[src/rtl/ervp_lpixm_sram_responder.sv]
// LPIXM slave that turns request/response beats into 1R1W SRAM accesses (macro LPIXM_RESPONDER_RANGE_CHECK_EN adds range errors).
// Latency: write reply 1 cycle after the last write beat; first read beat 2 cycles after request, then 1 beat/cycle.
// Backpressure: smydready low fills a 2-entry output buffer and stalls SRAM reads; requests only accepted in IDLE/WRITE.
module ervp_lpixm_sram_responder #(
    parameter int BW_ADDR    = 32,
    parameter int BW_DATA    = 32,
    parameter int BW_AXI_TID = 1,
    parameter int MEM_DEPTH  = 1024,
    localparam int BW_STRB      = BW_DATA / 8,
    localparam int BW_MADDR     = $clog2(MEM_DEPTH),
    localparam int BW_LPI_QDATA = BW_AXI_TID + 1 + 8 + 3 + 2 + BW_STRB + BW_DATA + BW_ADDR
) (
    input  logic                    clk,
    input  logic                    reset,
    output logic [1:0]              smqdready,
    input  logic                    smqvalid,
    input  logic                    smqhint,
    input  logic                    smqlast,
    input  logic                    smqafy,
    input  logic [BW_LPI_QDATA-1:0] smqdata,
    input  logic [1:0]              smydready,
    output logic                    smyvalid,
    output logic                    smyhint,
    output logic                    smylast,
    output logic [BW_DATA+2:0]      smydata,
    output logic                    mem_wenable,
    output logic [BW_MADDR-1:0]     mem_waddr,
    output logic [BW_STRB-1:0]      mem_wstrb,
    output logic [BW_DATA-1:0]      mem_wdata,
    output logic                    mem_renable,
    output logic [BW_MADDR-1:0]     mem_raddr,
    input  logic [BW_DATA-1:0]      mem_rdata,
    output logic                    busy
);
    localparam int BYTE_SH = $clog2(BW_STRB);
    localparam int O_WDATA = BW_ADDR;
    localparam int O_WSTRB = O_WDATA + BW_DATA;
    localparam int O_BURST = O_WSTRB + BW_STRB;
    localparam int O_SIZE  = O_BURST + 2;
    localparam int O_LEN   = O_SIZE + 3;
    localparam int O_WRITE = O_LEN + 8;
    localparam int O_ID    = O_WRITE + 1;
    localparam logic [1:0] BURST_FIXED = 2'b00;

    typedef enum logic [1:0] {IDLE, WRITE, WRESP, READ} state_t;

    typedef struct packed {
        logic               last;
        logic               err;
        logic [BW_DATA-1:0] dat;
    } rbeat_t;

    state_t state, state_nxt;

    logic [BW_ADDR-1:0]    q_addr;
    logic [BW_DATA-1:0]    q_wdata;
    logic [BW_STRB-1:0]    q_wstrb;
    logic [1:0]            q_burst;
    logic [2:0]            q_size;
    logic [7:0]            q_len;
    logic                  q_write;
    logic [BW_AXI_TID-1:0] q_id;

    assign q_addr  = smqdata[BW_ADDR-1:0];
    assign q_wdata = smqdata[O_WDATA +: BW_DATA];
    assign q_wstrb = smqdata[O_WSTRB +: BW_STRB];
    assign q_burst = smqdata[O_BURST +: 2];
    assign q_size  = smqdata[O_SIZE +: 3];
    assign q_len   = smqdata[O_LEN +: 8];
    assign q_write = smqdata[O_WRITE];
    assign q_id    = smqdata[O_ID +: BW_AXI_TID];

    logic [BW_ADDR-1:0]    addr_r;
    logic [1:0]            burst_r;
    logic [8:0]            rem_r;
    logic                  wr_err_r;
    logic [BW_AXI_TID-1:0] id_r;
    logic                  infl_r;
    logic                  infl_last_r;
    logic                  infl_err_r;
    rbeat_t                fifo_mem [2];
    logic                  fifo_wp;
    logic                  fifo_rp;
    logic [1:0]            fifo_cnt;

    logic [BW_ADDR-1:0] cur_addr;
    logic [1:0]         cur_burst;
    logic [BW_ADDR-1:0] nxt_addr;
    logic [BW_ADDR-1:0] cur_word;
    logic               cur_oob;

    // The first write beat and the read request carry the address on the bus; later beats use the counter.
    assign cur_addr  = (state == IDLE) ? q_addr : addr_r;
    assign cur_burst = (state == IDLE) ? q_burst : burst_r;
    assign nxt_addr  = (cur_burst == BURST_FIXED) ? cur_addr : cur_addr + BW_ADDR'(BW_STRB);
    assign cur_word  = cur_addr >> BYTE_SH;

`ifdef LPIXM_RESPONDER_RANGE_CHECK_EN
    assign cur_oob = (cur_word >= BW_ADDR'(MEM_DEPTH));
`else
    assign cur_oob = 1'b0;
`endif

    logic   q_rdy;
    logic   q_fire;
    logic   y_rdy;
    rbeat_t ret_beat;
    rbeat_t head;
    logic   rd_vld;
    logic   wr_vld;
    logic   rd_pop;
    logic   wr_pop;
    logic   fifo_push;
    logic   fifo_pop;
    logic   room;
    logic   wr_do;
    logic   rd_issue;

    assign q_rdy  = !reset && ((state == IDLE) || (state == WRITE));
    assign q_fire = smqvalid && q_rdy;
    assign y_rdy  = smydready[0];

    always_comb begin
        ret_beat      = '0;
        ret_beat.last = infl_last_r;
        ret_beat.err  = infl_err_r;
        ret_beat.dat  = infl_err_r ? '0 : mem_rdata;
    end

    // Returning SRAM data bypasses the buffer when it is empty, giving the 2-cycle read latency.
    assign head      = (fifo_cnt != 2'd0) ? fifo_mem[fifo_rp] : ret_beat;
    assign rd_vld    = (fifo_cnt != 2'd0) || infl_r;
    assign wr_vld    = (state == WRESP) && !rd_vld;
    assign rd_pop    = !reset && rd_vld && y_rdy;
    assign wr_pop    = !reset && wr_vld && y_rdy;
    assign fifo_push = infl_r && !((fifo_cnt == 2'd0) && rd_pop);
    assign fifo_pop  = rd_pop && (fifo_cnt != 2'd0);
    assign room      = (fifo_cnt + {1'b0, infl_r}) < 2'd2;

    always_ff @(posedge clk) begin
        if (reset) state <= IDLE;
        else       state <= state_nxt;
    end

    always_comb begin
        state_nxt = state;
        wr_do     = 1'b0;
        rd_issue  = 1'b0;
        unique case (state)
            IDLE: begin
                if (q_fire) begin
                    if (q_write) begin
                        wr_do     = 1'b1;
                        state_nxt = smqlast ? WRESP : WRITE;
                    end else begin
                        state_nxt = READ;
                    end
                end
            end
            WRITE: begin
                if (q_fire) begin
                    wr_do = 1'b1;
                    if (smqlast) state_nxt = WRESP;
                end
            end
            WRESP: begin
                if (wr_pop) state_nxt = IDLE;
            end
            READ: begin
                if (room && !reset) begin
                    rd_issue = 1'b1;
                    if (rem_r == 9'd1) state_nxt = IDLE;
                end
            end
            default: state_nxt = IDLE;
        endcase
    end

    always_ff @(posedge clk) begin
        if (reset) begin
            addr_r      <= '0;
            burst_r     <= '0;
            rem_r       <= '0;
            wr_err_r    <= 1'b0;
            id_r        <= '0;
            infl_r      <= 1'b0;
            infl_last_r <= 1'b0;
            infl_err_r  <= 1'b0;
            fifo_wp     <= 1'b0;
            fifo_rp     <= 1'b0;
            fifo_cnt    <= '0;
        end else begin
            if (q_fire) begin
                if (state == IDLE) begin
                    burst_r  <= q_burst;
                    id_r     <= q_id;
                    wr_err_r <= cur_oob;
                    rem_r    <= {1'b0, q_len} + 9'd1;
                    addr_r   <= q_write ? nxt_addr : q_addr;
                end else begin
                    wr_err_r <= wr_err_r | cur_oob;
                    addr_r   <= nxt_addr;
                end
            end
            if (rd_issue) begin
                addr_r <= nxt_addr;
                rem_r  <= rem_r - 9'd1;
            end
            infl_r      <= rd_issue;
            infl_last_r <= rd_issue && (rem_r == 9'd1);
            infl_err_r  <= rd_issue && cur_oob;
            if (fifo_push) begin
                fifo_mem[fifo_wp] <= ret_beat;
                fifo_wp           <= ~fifo_wp;
            end
            if (fifo_pop) fifo_rp <= ~fifo_rp;
            fifo_cnt <= fifo_cnt + {1'b0, fifo_push} - {1'b0, fifo_pop};
        end
    end

    assign smqdready   = {q_rdy, q_rdy};
    assign smyvalid    = !reset && (rd_vld || wr_vld);
    assign smyhint     = 1'b0;
    assign smylast     = rd_vld ? head.last : 1'b1;
    assign smydata     = rd_vld ? {1'b0, head.err, 1'b0, head.dat}
                                : {1'b1, wr_err_r, 1'b0, {BW_DATA{1'b0}}};
    assign mem_wenable = wr_do && !cur_oob;
    assign mem_waddr   = cur_word[BW_MADDR-1:0];
    assign mem_wstrb   = q_wstrb;
    assign mem_wdata   = q_wdata;
    assign mem_renable = rd_issue && !cur_oob;
    assign mem_raddr   = cur_word[BW_MADDR-1:0];
    assign busy        = !reset && ((state != IDLE) || rd_vld);

    logic unused_ok;
    assign unused_ok = ^{smqhint, smqafy, smydready[1], q_size, id_r, cur_word};

endmodule
[config.mk]
export PLATFORM = sky130hd
export DESIGN_NAME = ervp_lpixm_sram_responder
export DESIGN_NICKNAME = d
export VERILOG_FILES = /design/src/rtl/ervp_lpixm_sram_responder.sv
export SDC_FILE = /design/constraint.sdc
export NUM_CORES = 1
export LEC_CHECK = 0
export BUFFER_PORTS_ARGS = -buffer_cell sky130_fd_sc_hd__buf_2
export CORE_MARGIN = 4
export CORE_UTILIZATION = 44
export CTS_CLUSTER_SIZE = 28
export DETAILED_ROUTE_END_ITERATION = 7
export GPL_TIMING_DRIVEN = 1
export HOLD_SLACK_MARGIN = 0.08
export PLACE_DENSITY = 0.9
export SLEW_MARGIN = 20
export SYNTH_ARGS = -nofsm -noshare
export SYNTH_HDL_FRONTEND = slang
export SYNTH_SLANG_ARGS = --single-unit
[constraint.sdc]
create_clock -name clk -period 4.7 [get_ports clk]
set_input_delay 0.94 -clock clk [delete_from_list [all_inputs] [get_ports clk]]
set_output_delay 0.94 -clock clk [all_outputs]
set_load 0.02 [all_outputs]
======== After elaboration in Yosys (flattened, before gate mapping) ========
Memory sizes are Yosys's and may differ from the RTL's. A register that Yosys moved wholly into a read port is not among the register bits.
Cells that the tools add are included.
word-level totals
  register bits ........................... 51
  latch bits .............................. 0
  RAM bits ................................ 66
  bits in read-only memories .............. 0
  input port bits ......................... 123
  output and inout bits ................... 99
  logic and storage cells ................. 92
  memories ................................ 1
operators by class
  $add $sub $neg .......................... 6
  $mul .................................... 0
  divide/modulo/power cells ............... 0
  $lt $le $gt $ge ......................... 1
  eq/ne operators ......................... 10
  shift-type cells ........................ 0
  multiplexer cells ....................... 33
  bitwise operators ....................... 2
  reduce and logical (&&, ||, !) cells .... 30
memories
  name      depth  width  rd ports  clocked after Yosys merged registers in  write ports  RTL line  text
  fifo_mem  2      33     1         1                                        1            81        rbeat_t fifo_mem [2];
operator list
  operator                 count
  $mux W32                 6
  $mux W35                 1
  $mux W34                 1
  $add A32 B3 Y32 const B  1
  $mux W9                  3
  $mux W2                  9
  $logic_and A1 B1 Y1      14
  $ne A2 B2 Y1 const B     6
  $mux W1                  11
  $add A8 B1 Y9 const B    1
  $eq A9 B1 Y1 const B     1
  $sub A9 B1 Y9 const B    1
  $pmux W2 S4              1
  $reduce_bool A2 Y1       4
  $logic_not A2 Y1         3
  $reduce_and A6 Y1        1
  $add A2 B1 Y2            2
  $eq A2 B2 Y1 const B     2
  $logic_or A1 B1 Y1       4
  $logic_not A1 Y1         3
  $eq A2 B1 Y1 const B     1
  $lt A2 B2 Y1 const B     1
  $not A1 Y1               2
  $pmux W1 S2              1
  other kinds (2)          2

======== Longest topological paths before layout ========
Gate-level depths: netlist of the first run.
  depth in word-level cells ............... 10
  gate-level depth with buffers ........... 9
  depth with buffers taken out ............ 7

======== Worst setup path before layout of the first run ========
No wires, ideal clock.
  path kind ............................... input port to flip-flop
  from .................................... input reset
  to ...................................... memory fifo_mem[1][0] (netlist name) (enable)
  setup time .............................. 471 ps
  data arrival time ....................... 3978 ps
  data required time ...................... 4229 ps
  setup slack ............................. 251 ps
  stages .................................. 4
  buffers on the path ..................... 1
  cells stage by stage .................... clkbuf_1 -> nand2b_1 -> o21ai_0 -> nor3b_1
between the ends
  word-level cells in the longest chain between the ends .. 9
ends and longest elaborated chain
  what                               RTL line  text
  from (decl)                        14        input logic reset,
  $logic_not A1 Y1                   134       assign rd_pop = !reset && rd_vld && y_rdy;
  $logic_and A1 B1 Y1 (2 in a row)   134
  $logic_and A1 B1 Y1                136       assign fifo_push = infl_r && !((fifo_cnt == 2'd0) && rd_pop);
  $logic_not A1 Y1                   136
  $logic_and A1 B1 Y1                136
  $mux W1                            212       if (fifo_push) begin
  $mux W1 (*)                        180       if (reset) begin
  $mux W1 (implied by the code) (*)  213       fifo_mem[fifo_wp] <= ret_beat;
  to (decl)                          81
Every way passes the cells marked *; elsewhere a longest branch is shown, timed or not.

======== Worst setup path in the final report of the first run ========
  from .................................... register state[1]
  to ...................................... output mem_raddr[2]
between the ends
  word-level cells in the longest chain between the ends .. 2
ends and longest elaborated chain
  what                    RTL line  text
  from (decl)             53        state_t state, state_nxt;
  from (signal assigned)  142       else state <= state_nxt;
  $logic_not A2 Y1        93        assign cur_addr = (state == IDLE) ? q_addr : addr_r;
  $mux W32                93
  to (decl)               31        output logic [BW_MADDR-1:0] mem_raddr,
Every way passes these cells.

==> results of run 1 <==
[cell usage after synthesis, types with 3 or more instances]
cell type	instances	area (µm²)
a21oi_1	21	105.1
a211oi_1	6	45.04
inv_1	10	37.54
mux2i_1	36	360.4
nand2_1	23	86.33
buf_2	5	25.02
or3b_2	3	26.28
xor2_1	5	43.79
xnor2_1	8	70.07
and3_1	4	25.02
o21ai_0	46	230.2
dfxtp_1	30	600.6
edfxtp_1	66	1982
nand4_1	3	18.77
nand3_1	41	205.2
or2_2	3	18.77
a22oi_1	4	30.03
clkbuf_1	18	67.56
buf_6	3	33.78
nor3b_1	5	37.54
nor2_1	32	120.1
buf_4	52	390.4
ha_1	5	62.56
nor3_1	7	35.03
and2_1	3	18.77
a31oi_1	7	43.79
mux2_2	3	33.78
[stage by stage]
step | power [mW] | setup slack [ns] | instances
global route | 2.262 | 1.230 | 701
global placement | 1.465 | 1.552 | 683
floorplan | 1.422 | 0.2511 | 498
CTS | 2.169 | 1.475 | 699
detailed placement | 1.486 | 1.547 | 683
finish | 2.162 | 1.458 | 701
[power by group]
group	internal [mW]	switching, mW
logic	0.183	0.325
registers	0.931	0.0421
clock network	0.363	0.318
total	1.48	0.685
[area by class of cell]
type                    instances  area, µm²  area share, %
flip-flops and latches         96       2584          44.40
multi-input cells             313       2068          35.54
repair buffers                123      670.6          11.52
clock buffers                   9      225.2          3.870
well taps                     143      178.9          3.075
clock inverters                 7      55.05         0.9460
inverters                      10      37.54         0.6450
[registers in the layout, summed over array words and instances, names as in the netlist, named ones only]
| name | count |
|---|---|
| fifo_mem | 66 |
| addr_r | 10 |
| rem_r | 9 |
| burst_r | 2 |
| fifo_cnt | 2 |
| state | 2 |
| fifo_rp | 1 |
| fifo_wp | 1 |
| infl_last_r | 1 |
| infl_r | 1 |
[metal layers]
| metal | wire [µm] | vias to the layer above | part of all wire (%) |
|---|---|---|---|
| li1 | - | 1887 | - |
| met1 | 4813 | 1863 | 42 |
| met2 | 5699 | 150 | 49 |
| met3 | 923 | 15 | 8.0 |
| met4 | 134 | 0 | 1.2 |
| met5 | 0 | - | 0 |
[worst max-delay path by stage]
stage | from | endpoint | slack, ns | cells after the start
after global placement | reset | mem_wenable | 1.55 | 5
after CTS | state[1]$_SDFFE_PP0P_ | mem_waddr[2] | 1.48 | 4
after floorplan | reset | fifo_mem[1][0]$_DFFE_PP_ | 0.25 | 4
final | state[1]$_SDFFE_PP0P_ | mem_raddr[2] | 1.46 | 4
after global routing | state[1]$_SDFFE_PP0P_ | mem_raddr[2] | 1.23 | 4
after detailed placement | reset | mem_wenable | 1.55 | 5
[cells by family after synthesis]
family	share of synthesized area (%)
and+or+nand+nor	14.53
AOI/OAI and AO/OA	13.81
DFF	49.82
buffers and inverters	10.76
muxes	7.603
xor gates and xnor gates	2.196
adders and majority gates	1.207
other	0.07234
==> impl_results.md, run 1 <==
* Worst Reg2Reg Path Length in Cells at 5
* Post-placement cell area at 5484 µm²
* Total negative slack at 0 ns
* Core box area at between 10000 and 15000 µm²
* Area delta synth->final at 12.26%
* Final Hold Viols at 0
* Drt first-iter violations at 220
* Reg-to-Reg End: addr_r[11]$_SDFFE_PP0P_
* Ant diodes at 0
* Die area at roughly 14000 µm²
* Hold path endpoint: fifo_mem[1][32]$_DFFE_PP_
* Critical Path AT at around 2.3 ns
* Layout filler cell count at between 900 and 1k
* Outcome: finished clean
* Unrepaired setup endpoints after global routing: false
* Nets at between 600 and 700
* Max clock buf depth at 2
* Row count at 39
* Fraction of layout cells with a size suffix above 1 at around 29%
* Pin count of the biggest net entering global routing at 66
* CTS tree: built
* Dpl hpwl at 8063 µm
* Maximum vdd drop at roughly 0.27 mV
* Power Density at ~370 nW/µm²
* GR peak layer: met2
* Crit-path leading delay family: simple AND/OR/NAND/NOR gates
* Die Span Y at between 100 and 150 µm
* Number of synthesized flops with an enable pin at between 60 and 70
* Endpoints failing setup at 0
* Die X at around 120 µm
* Sink Count at 96
* Number of vias per cell at 5.585
* Synth cell types at 65
* Slew @ Worst Pin at roughly 1.0 ns
* Drt first pass iters at 4
* Avg Inst Size Synth at around 10 µm²
* Vias in the first global route at about 3.7k
* M2 GR Usage at around 29%
* Flop-to-flop setup slack at around 2.3 ns
* Hold buffers post-CTS at 0
* GRT overflow at 0
* WL per Instance at between 15 and 20 µm
* Normalized max-slew margin at a little under a third
* Placer Congestion at around 0.86
* Crit path cell chain: nor2_1 > mux2i_1 > inv_1 > buf_2
* DR vias at ~4k
* Post-Syn Area at 5184 µm²
* Slew Limit Fails at 0
* Slowest stage cell, crit path: nor2_1
* Peak per-stage delay on the critical path at ~0.74 ns
* Worst-Skew Late Latency at ~0.35 ns
* Design area at 5819 µm²
* Post-synthesis instance total at between 400 and 500
* DRT Wirelength at roughly 12000 µm
* I/O pin total at around 220
* Async S/R FF share, synth at 0%
* Max frequency at roughly 0.31 GHz
* DRC at 0
* Crit Path Max Fanout at 19
* CP Class: reg2out
* Worst path bufs/invs at 2
* Setup crit start kind: register
* Worst Skew at 0.009221 ns
* Num CTS Buffers at 9
* Hold crit path type: reg2reg
* Root Buffer: clkbuf_16
* Worst R2R Start: state[1]$_SDFFE_PP0P_
* Number of synthesized register bits at 96
* Most frequent cells in the layout: buf_2 (117), edfxtp_1 (66), o21ai_0 (46), nand3_1 (41), mux2i_1 (36)
* Most common cell after layout, fill and taps aside: buf_2
* Post-DRT Antenna Nets at 0
* Gr usage total at between 15 and 20%
* Leak pwr at about 2.3 nW
* First-pass GRT wire length at between 15000 and 20000 µm
* Met3 Resource Use GR at between 4 and 5%
* Ys flop type: edfxtp_1
* Starting Density at 45.20%
* Tcrit/Tclk final at between 60% and 70%
* Post-CTS sizing at 0
* Kind of end point of the critical path: output pin
* Critical path data required time at between 3 and 4 ns
* Hold WS at ~0.49 ns
* Hold Crit Depth at 0
* YS warnings at 0
* Hold path start: infl_last_r$_SDFF_PP0_
* # port buffers at 117
* Register area share after synthesis at between 40% and 50%
* Met1 Resource Use GR at 19.92%
* Antenna violations before repair at 0
* Post-CTS Setup Bufs at 0
* Minimum clock period at between 3 and 4 ns
* Post-layout util at around half
* H-Tree Depth at 3
* Worst-path clk slew at 0.07 ns
* Reported max-cap violation count at 0
(Power assumes the default switching activity.)
==> inputs of run 2 (changes only) <==
ABC_AREA = 1   (was default)
CORE_UTILIZATION = 45   (was 44)
PLACE_DENSITY = 0.88   (was 0.9)
clock period = 3.2 ns   (was 4.7 ns; I/O delays follow)
==> impl_results.md, run 2 <==
* Post-CTS sizing at 0 (unchanged)
* Starting Density at 46.48% (+1.3 points)
* Critical Path AT at 1.83 ns (-0.47 ns)
* Hold crit path type: reg2reg
* Drt first pass iters at 4 (unchanged)
* Post-Syn Area at 5353 µm² (+3.3%)
* Final Hold Viols at 0 (unchanged)
* Unrepaired setup endpoints after global routing: false
* Most flops, register: fifo_mem
* Crit path cell chain: buf_4 > mux2_2 > o21ai_0 > inv_1 > buf_2
* Most common cell after layout, fill and taps aside: buf_2
* Setup crit start kind: register
* Endpoints failing setup at 0 (unchanged)
* Minimum clock period at 2.471 ns
* Most frequent cell after synthesis: nor2_1
* Flop-to-flop setup slack at 1.16 ns (-1.11 ns)
* Hold Crit Depth at 0 (unchanged)
* H-Tree Depth at 3 (unchanged)
* Power Density at 553.3 nW/µm² (+49%)
* Reported max-cap violation count at 0 (unchanged)
* Non-filler cells, final at 826 (+18%)
* Worst path bufs/invs at 3 (+1)
* Worst Reg2Reg Path Length in Cells at 10 (+5)
* Nets at 807 (+19%)
* Tcrit/Tclk final at between 70% and 80%
* Placer Congestion at 0.7711 (-11%)
* Post-DRT Antenna Nets at 0 (unchanged)
* Most frequent cells after synthesis: nor2_1 (96), inv_1 (71), o21ai_0 (68), nand2_1 (67), edfxtp_1 (66)
* Gr usage total at 16.17% (-0.35 points)
* Layout filler cell count at 1073 (+8.5%)
* Max clock buf depth at 2 (unchanged)
* Number of synthesized flops with an enable pin at 66 (unchanged)
* First-pass GRT wire length at 17480 µm (-2.1%)
* Async S/R FF share, synth at 0% (unchanged)
* Worst-Skew Late Latency at 0.33 ns (-0.02 ns)
* Die area at 13700 µm² (+0.90%)
* Total stage count of the critical path at 5 (+1)
* Crit Path Max Fanout at 33 (+14)
* Die X at 117.1 µm (+0.45%)
* GRT overflow at 0 (unchanged)
* CP Class: reg2out
* Dpl hpwl at 7745 µm (-3.9%)
* Critical path data required time at 2.56 ns (-1.20 ns)
* Yosys top cell area share at 37.03% (-1.2 points)
* Area delta synth->final at 12.51%
* Synth cell types at 37 (-43%)
* # port buffers at 117 (unchanged)
* Num CTS Buffers at 9 (unchanged)
* Worst-path clk slew at 0.07 ns (about the same)
* Post-synthesis instance total at 612 (+23%)
* Sink Count at 96 (unchanged)
* Register area share after synthesis at 48.25% (-1.6 points)
* Die Span Y at 117.1 µm (+0.45%)
* Kind of end point of the critical path: output pin
* Number of vias per cell at 4.956 (-11%)
* Number of synthesized register bits at 96 (unchanged)
* Total negative slack at 0 ns (unchanged)
* Hold WS at 0.4531 ns (-0.03234 ns)
* DRC at 0 (unchanged)
* CTS tree: built
* Antenna violations before repair at 1 (+1)
* YS warnings at 0 (unchanged)
* Peak per-stage delay on the critical path at 0.39 ns (-0.35 ns)
* WL per Instance at 13.31 µm (-19%)
* I/O pin total at 222 (unchanged)
* Top cells by area, synth: edfxtp_1 (37%), dfxtp_1 (11%), buf_4 (7.2%)
* Cell accounting for the most synthesized area: edfxtp_1
* Hold buffers post-CTS at 0 (unchanged)
* Ys flop type: edfxtp_1
* Slowest stage cell, crit path: buf_4
* DR vias at 4094 (+4.6%)
* Row count at 39 (unchanged)
* Ant diodes at 0 (unchanged)
* Leak pwr at 2.869 nW (+27%)
* Post-CTS Setup Bufs at 0 (unchanged)
* Max frequency at about 0.40 GHz
* Worst Skew at 0.005667 ns (-0.003554 ns)
* Maximum vdd drop at 0.3228 mV (+18%)
* Largest regs: fifo_mem x66, addr_r x10, rem_r x9
* Max reg flops at 66 (unchanged)
* Placed Cells at 811 (+19%)
* Vias in the first global route at 3728 (+2.0%)
* Drt first-iter violations at 187 (-15%)
* Slew Limit Fails at 0 (unchanged)
* Pwr Total at 3.332 mW (+54%)
* DRT Wirelength at 10990 µm (-5.0%)
* Outcome: finished clean
* Core box area at 11520 µm² (+0.43%)
* Root Buffer: clkbuf_16
* Pin count of the biggest net entering global routing at 37 (-44%)
* Crit-path leading delay family: buffers and inverters
* Avg Inst Size Synth at 8.746 µm² (-16%)
* Most frequent cells in the layout: buf_2 (117), nor2_1 (95), inv_1 (71), o21ai_0 (68), nand2_1 (67)
* Fraction of layout cells with a size suffix above 1 at 28.40% (-0.99 points)
## run 2: power by group
part | total, mW | internal, mW | switching, mW
Combinational | 0.879 | 0.284 | 0.595
Sequential | 1.40 | 1.37 | 0.0355
Clock | 1.05 | 0.605 | 0.444
Total | 3.33 | 2.26 | 1.07
## run 2: metal layers
metal / track usage, % / wire [µm] / vias to the layer above
met5: 0 / 15 / -
met4: 4.587 / 88 / 2
met3: 3.650 / 552 / 10
met2: 27.19 / 5339 / 117
met1: 21.05 / 4995 / 1863
li1: - / - / 2102
## run 2: stage by stage
stage               worst slack [ns]  util [%]  area (µm²)
floorplan                     0.3730         -        5365
global placement              0.9227     49.74        5728
detailed placement            0.8794     49.74        5728
CTS                           0.6964     52.29        6022
global route                  0.5858     52.29        6022
finish                        0.7291     52.29        6022
## run 2: worst register-to-register path, cell delays in order, from the launching register on
cell and delay, ns:
dfxtp_1 0.44, nor2_4 0.05, buf_4 0.24, a21oi_1 0.23
inv_1 0.12, ha_1 0.29, inv_1 0.04, ha_1 0.17
xor2_1 0.15, o21ai_0 0.14, a21oi_1 0.05
## run 2: worst paths after layout
kind	startpoint	endpoint
worst max register to register	fifo_cnt[1]$_SDFF_PP0_	fifo_cnt[1]$_SDFF_PP0_
worst max-delay path	register	smydata[8]
worst min register to register	infl_last_r$_SDFF_PP0_	fifo_mem[1][32]$_DFFE_PP_
worst min-delay path	infl_last_r$_SDFF_PP0_	fifo_mem[1][32]$_DFFE_PP_
## run 2: kinds of logic (layout without fill, tap and decap cells)
family / count (synthesis) / count (layout) / share of synthesized area (%)
simple gates: 204 / 204 / 16.62
compound gates: 114 / 114 / 11.08
fa+ha+maj: 5 / 5 / 1.169
buf+inv: 150 / 219 / 14.42
flops: 96 / 96 / 48.25
other cells: 1 / 3 / 0.07006
mux: 33 / 33 / 6.919
xor+xnor: 9 / 9 / 1.473
## run 2: layout make-up
class	instances	area [µm²]	area share, %
Sequential cell	96	2582	42.88
Multi-Input combinational cell	368	2024	33.62
Timing Repair Buffer	125	645.6	10.72
Inverter	79	296.5	4.924
Clock buffer	9	225.2	3.740
Tap cell	143	178.9	2.971
Clock inverter	6	68.82	1.143
==> inputs of run 3 (changes only) <==
clock period = 2.3 ns   (was 3.2 ns; I/O delays follow)
==> impl_results.md, run 3 (same netlist as run 2, synthesis figures left out) <==
* Design area at 6128 µm² (+1.8%)
* Power Density at 781.4 nW/µm² (+41%)
* Clock share of power at 32.9% (+1.4 points)
* Number of vias per cell at 5.016 (+1.2%)
* Post-DRT Antenna Nets at 0 (unchanged)
* CP Class: reg2out
* DRC at 0 (unchanged)
* Total stage count of the critical path at 8 (+3)
* Worst path bufs/invs at 4 (+1)
* Num CTS Buffers at 9 (unchanged)
* Die Span Y at 117.1 µm (unchanged)
* Minimum clock period at about 2.2 ns
* Most frequent cells in the layout: buf_2 (117), nor2_1 (95), inv_1 (71), o21ai_0 (68), nand2_1 (67)
* Slowest stage cell, crit path: dfxtp_1
* Area delta synth->final at 14.49%
* Hold crit path type: in2reg
* Peak per-stage delay on the critical path at 0.36 ns (-0.03 ns)
* Core box area at 11520 µm² (unchanged)
* Dpl hpwl at 7794 µm (+0.63%)
* Reported max-cap violation count at 0 (unchanged)
* Placer Congestion at 0.8182 (+6.1%)
* Max clock buf depth at 2 (unchanged)
* First-pass GRT wire length at 18030 µm (+3.1%)
* Worst Skew at 0.007869 ns (+0.002202 ns)
* Combinational power share at 26.3% (about the same)
* Crit-path leading delay family: buffers and inverters
* Antenna violations before repair at 0 (-1)
* Switch share at 31.60% (-0.64 points)
* Max reg flops at 66 (unchanged)
* Largest regs: fifo_mem x66, addr_r x10, rem_r x9
* Most flops, register: fifo_mem
* Tcrit/Tclk final at a little over nine tenths
* Slew Limit Fails at 0 (unchanged)
* Worst-Skew Late Latency at 0.34 ns (about the same)
* Pin count of the biggest net entering global routing at 35 (-5.4%)
* WL per Instance at 13.45 µm (+1.0%)
* Placed Cells at 813 (+0.25%)
* Hold Crit Depth at 1 (+1)
* Endpoints failing setup at 0 (unchanged)
* Drt first pass iters at 5 (+1)
* Post-CTS Setup Bufs at 0 (unchanged)
* Unrepaired setup endpoints after global routing: true
* Non-filler cells, final at 831 (+0.61%)
* Hold buffers post-CTS at 0 (unchanged)
* Starting Density at 46.48% (unchanged)
* Ant diodes at 0 (unchanged)
* Row count at 39 (unchanged)
* Outcome: finished clean
* Kind of end point of the critical path: output pin
* I/O pin total at 222 (unchanged)
* Setup crit start kind: register
* Psw at 1.513 mW (+41%)
* Sequential Power Share at 40.8% (-1.3 points)
* Critical Path AT at 1.74 ns (-0.09 ns)
* Nets at 811 (+0.50%)
* Gr usage total at 16.67% (+0.50 points)
* Pwr Total at 4.789 mW (+44%)
* H-Tree Depth at 3 (unchanged)
* CTS tree: built
* DR vias at 4168 (+1.8%)
* GRT overflow at 0 (unchanged)
* Die X at 117.1 µm (unchanged)
* Crit path cell chain: nor2_4 > inv_2 > nor2_2 > buf_12 > nor2_1 > o21ai_0 > inv_1 > buf_2
* Drt first-iter violations at 134 (-28%)
* Cell internal pwr at 3.276 mW (+45%)
* Most common cell after layout, fill and taps aside: buf_2
* Crit Path Max Fanout at 33 (unchanged)
* DRT Wirelength at 11170 µm (+1.6%)
* Sink Count at 96 (unchanged)
* Vias in the first global route at 3784 (+1.5%)
* Post-layout util at 53.22% (+0.92 points)
* Final Hold Viols at 0 (unchanged)
* Root Buffer: clkbuf_16
* Worst-path clk slew at 0.07 ns (about the same)
* Maximum vdd drop at 0.4112 mV (+27%)
* Max frequency at between 0.4 and 0.5 GHz
* Layout filler cell count at 1025 (-4.5%)
* Die area at 13700 µm² (unchanged)
* Hold WS at 0.3239 ns (-0.1292 ns)
* Worst Reg2Reg Path Length in Cells at 11 (+1)
* Critical path data required time at 1.84 ns (-0.72 ns)
* Leak pwr at 2.910 nW (+1.4%)
* Post-CTS sizing at 0 (unchanged)
* Fraction of layout cells with a size suffix above 1 at 28.92% (+0.52 points)
* Post-placement cell area at 5794 µm² (+1.2%)
* # port buffers at 117 (unchanged)
[run 3: changes by cell type in the layout (fill, tap and decap cells not counted), sizes merged]
cell,previous run,this run
clkinvlp,1,2
buf,125,129
bufinv,1,2
clkinv,3,2
[run 3: path summary, 6_finish.rpt]
path	start	to	slack, ns
hold reg to reg	fifo_rp$_SDFFE_PP0P_	register	0.45
hold / removal	mem_rdata[10]	fifo_mem[0][10]$_DFFE_PP_	0.32
setup / recovery	fifo_cnt[0]$_SDFF_PP0_	smydata[16]	0.1
setup reg to reg	state[0]$_SDFFE_PP0P_	addr_r[11]$_SDFFE_PP0P_	0.47
[run 3: area by class of cell]
| class | count | area (µm²) | share of cell area [%] |
|---|---|---|---|
| Clock buffer | 9 | 225.2 | 3.675 |
| Multi-Input combinational cell | 368 | 2024 | 33.03 |
| Timing Repair Buffer | 129 | 725.7 | 11.84 |
| Sequential cell | 96 | 2584 | 42.16 |
| Inverter | 79 | 296.5 | 4.839 |
| Tap cell | 143 | 178.9 | 2.920 |
| Clock inverter | 7 | 93.84 | 1.531 |
[run 3: power groups by stage]
stage | sequential [mW] | combinational [mW] | clock, mW
floorplan | 1.98 | 1.03 | 0
global placement | 1.99 | 1.22 | 0
detailed placement | 1.99 | 1.25 | 0
CTS | 1.95 | 1.25 | 1.62
global route | 1.96 | 1.41 | 1.69
finish | 1.95 | 1.26 | 1.57
[run 3: per-layer routing]
layer	routed length, µm	GRT usage, %	vias up
met5	0	0	-
met4	132	5.505	0
met3	589	4.370	12
met2	5289	27.42	137
met1	5162	21.51	1911
li1	-	-	2108
[run 3: worst register-to-register path, stage by stage (launching register included)]
cell and delay [ns]:
dfxtp_1 0.39, nor2_4 0.28, buf_4 0.20, nand2_1 0.05, nand2_1 0.19, nand2_1 0.08, nor2_1 0.16, nand3_1 0.11
nand2_1 0.07, nand3_1 0.06, nand2_1 0.07, a21oi_1 0.05
[run 3: metrics by stage]
step / TNS (ns) / setup WS, ns
floorplan: 0 / 0.1938
global route: -0.08035 / -0.02416
CTS: 0 / 0.07265
finish: 0 / 0.09652
detailed placement: 0 / 0.2012
global placement: 0 / 0.2393
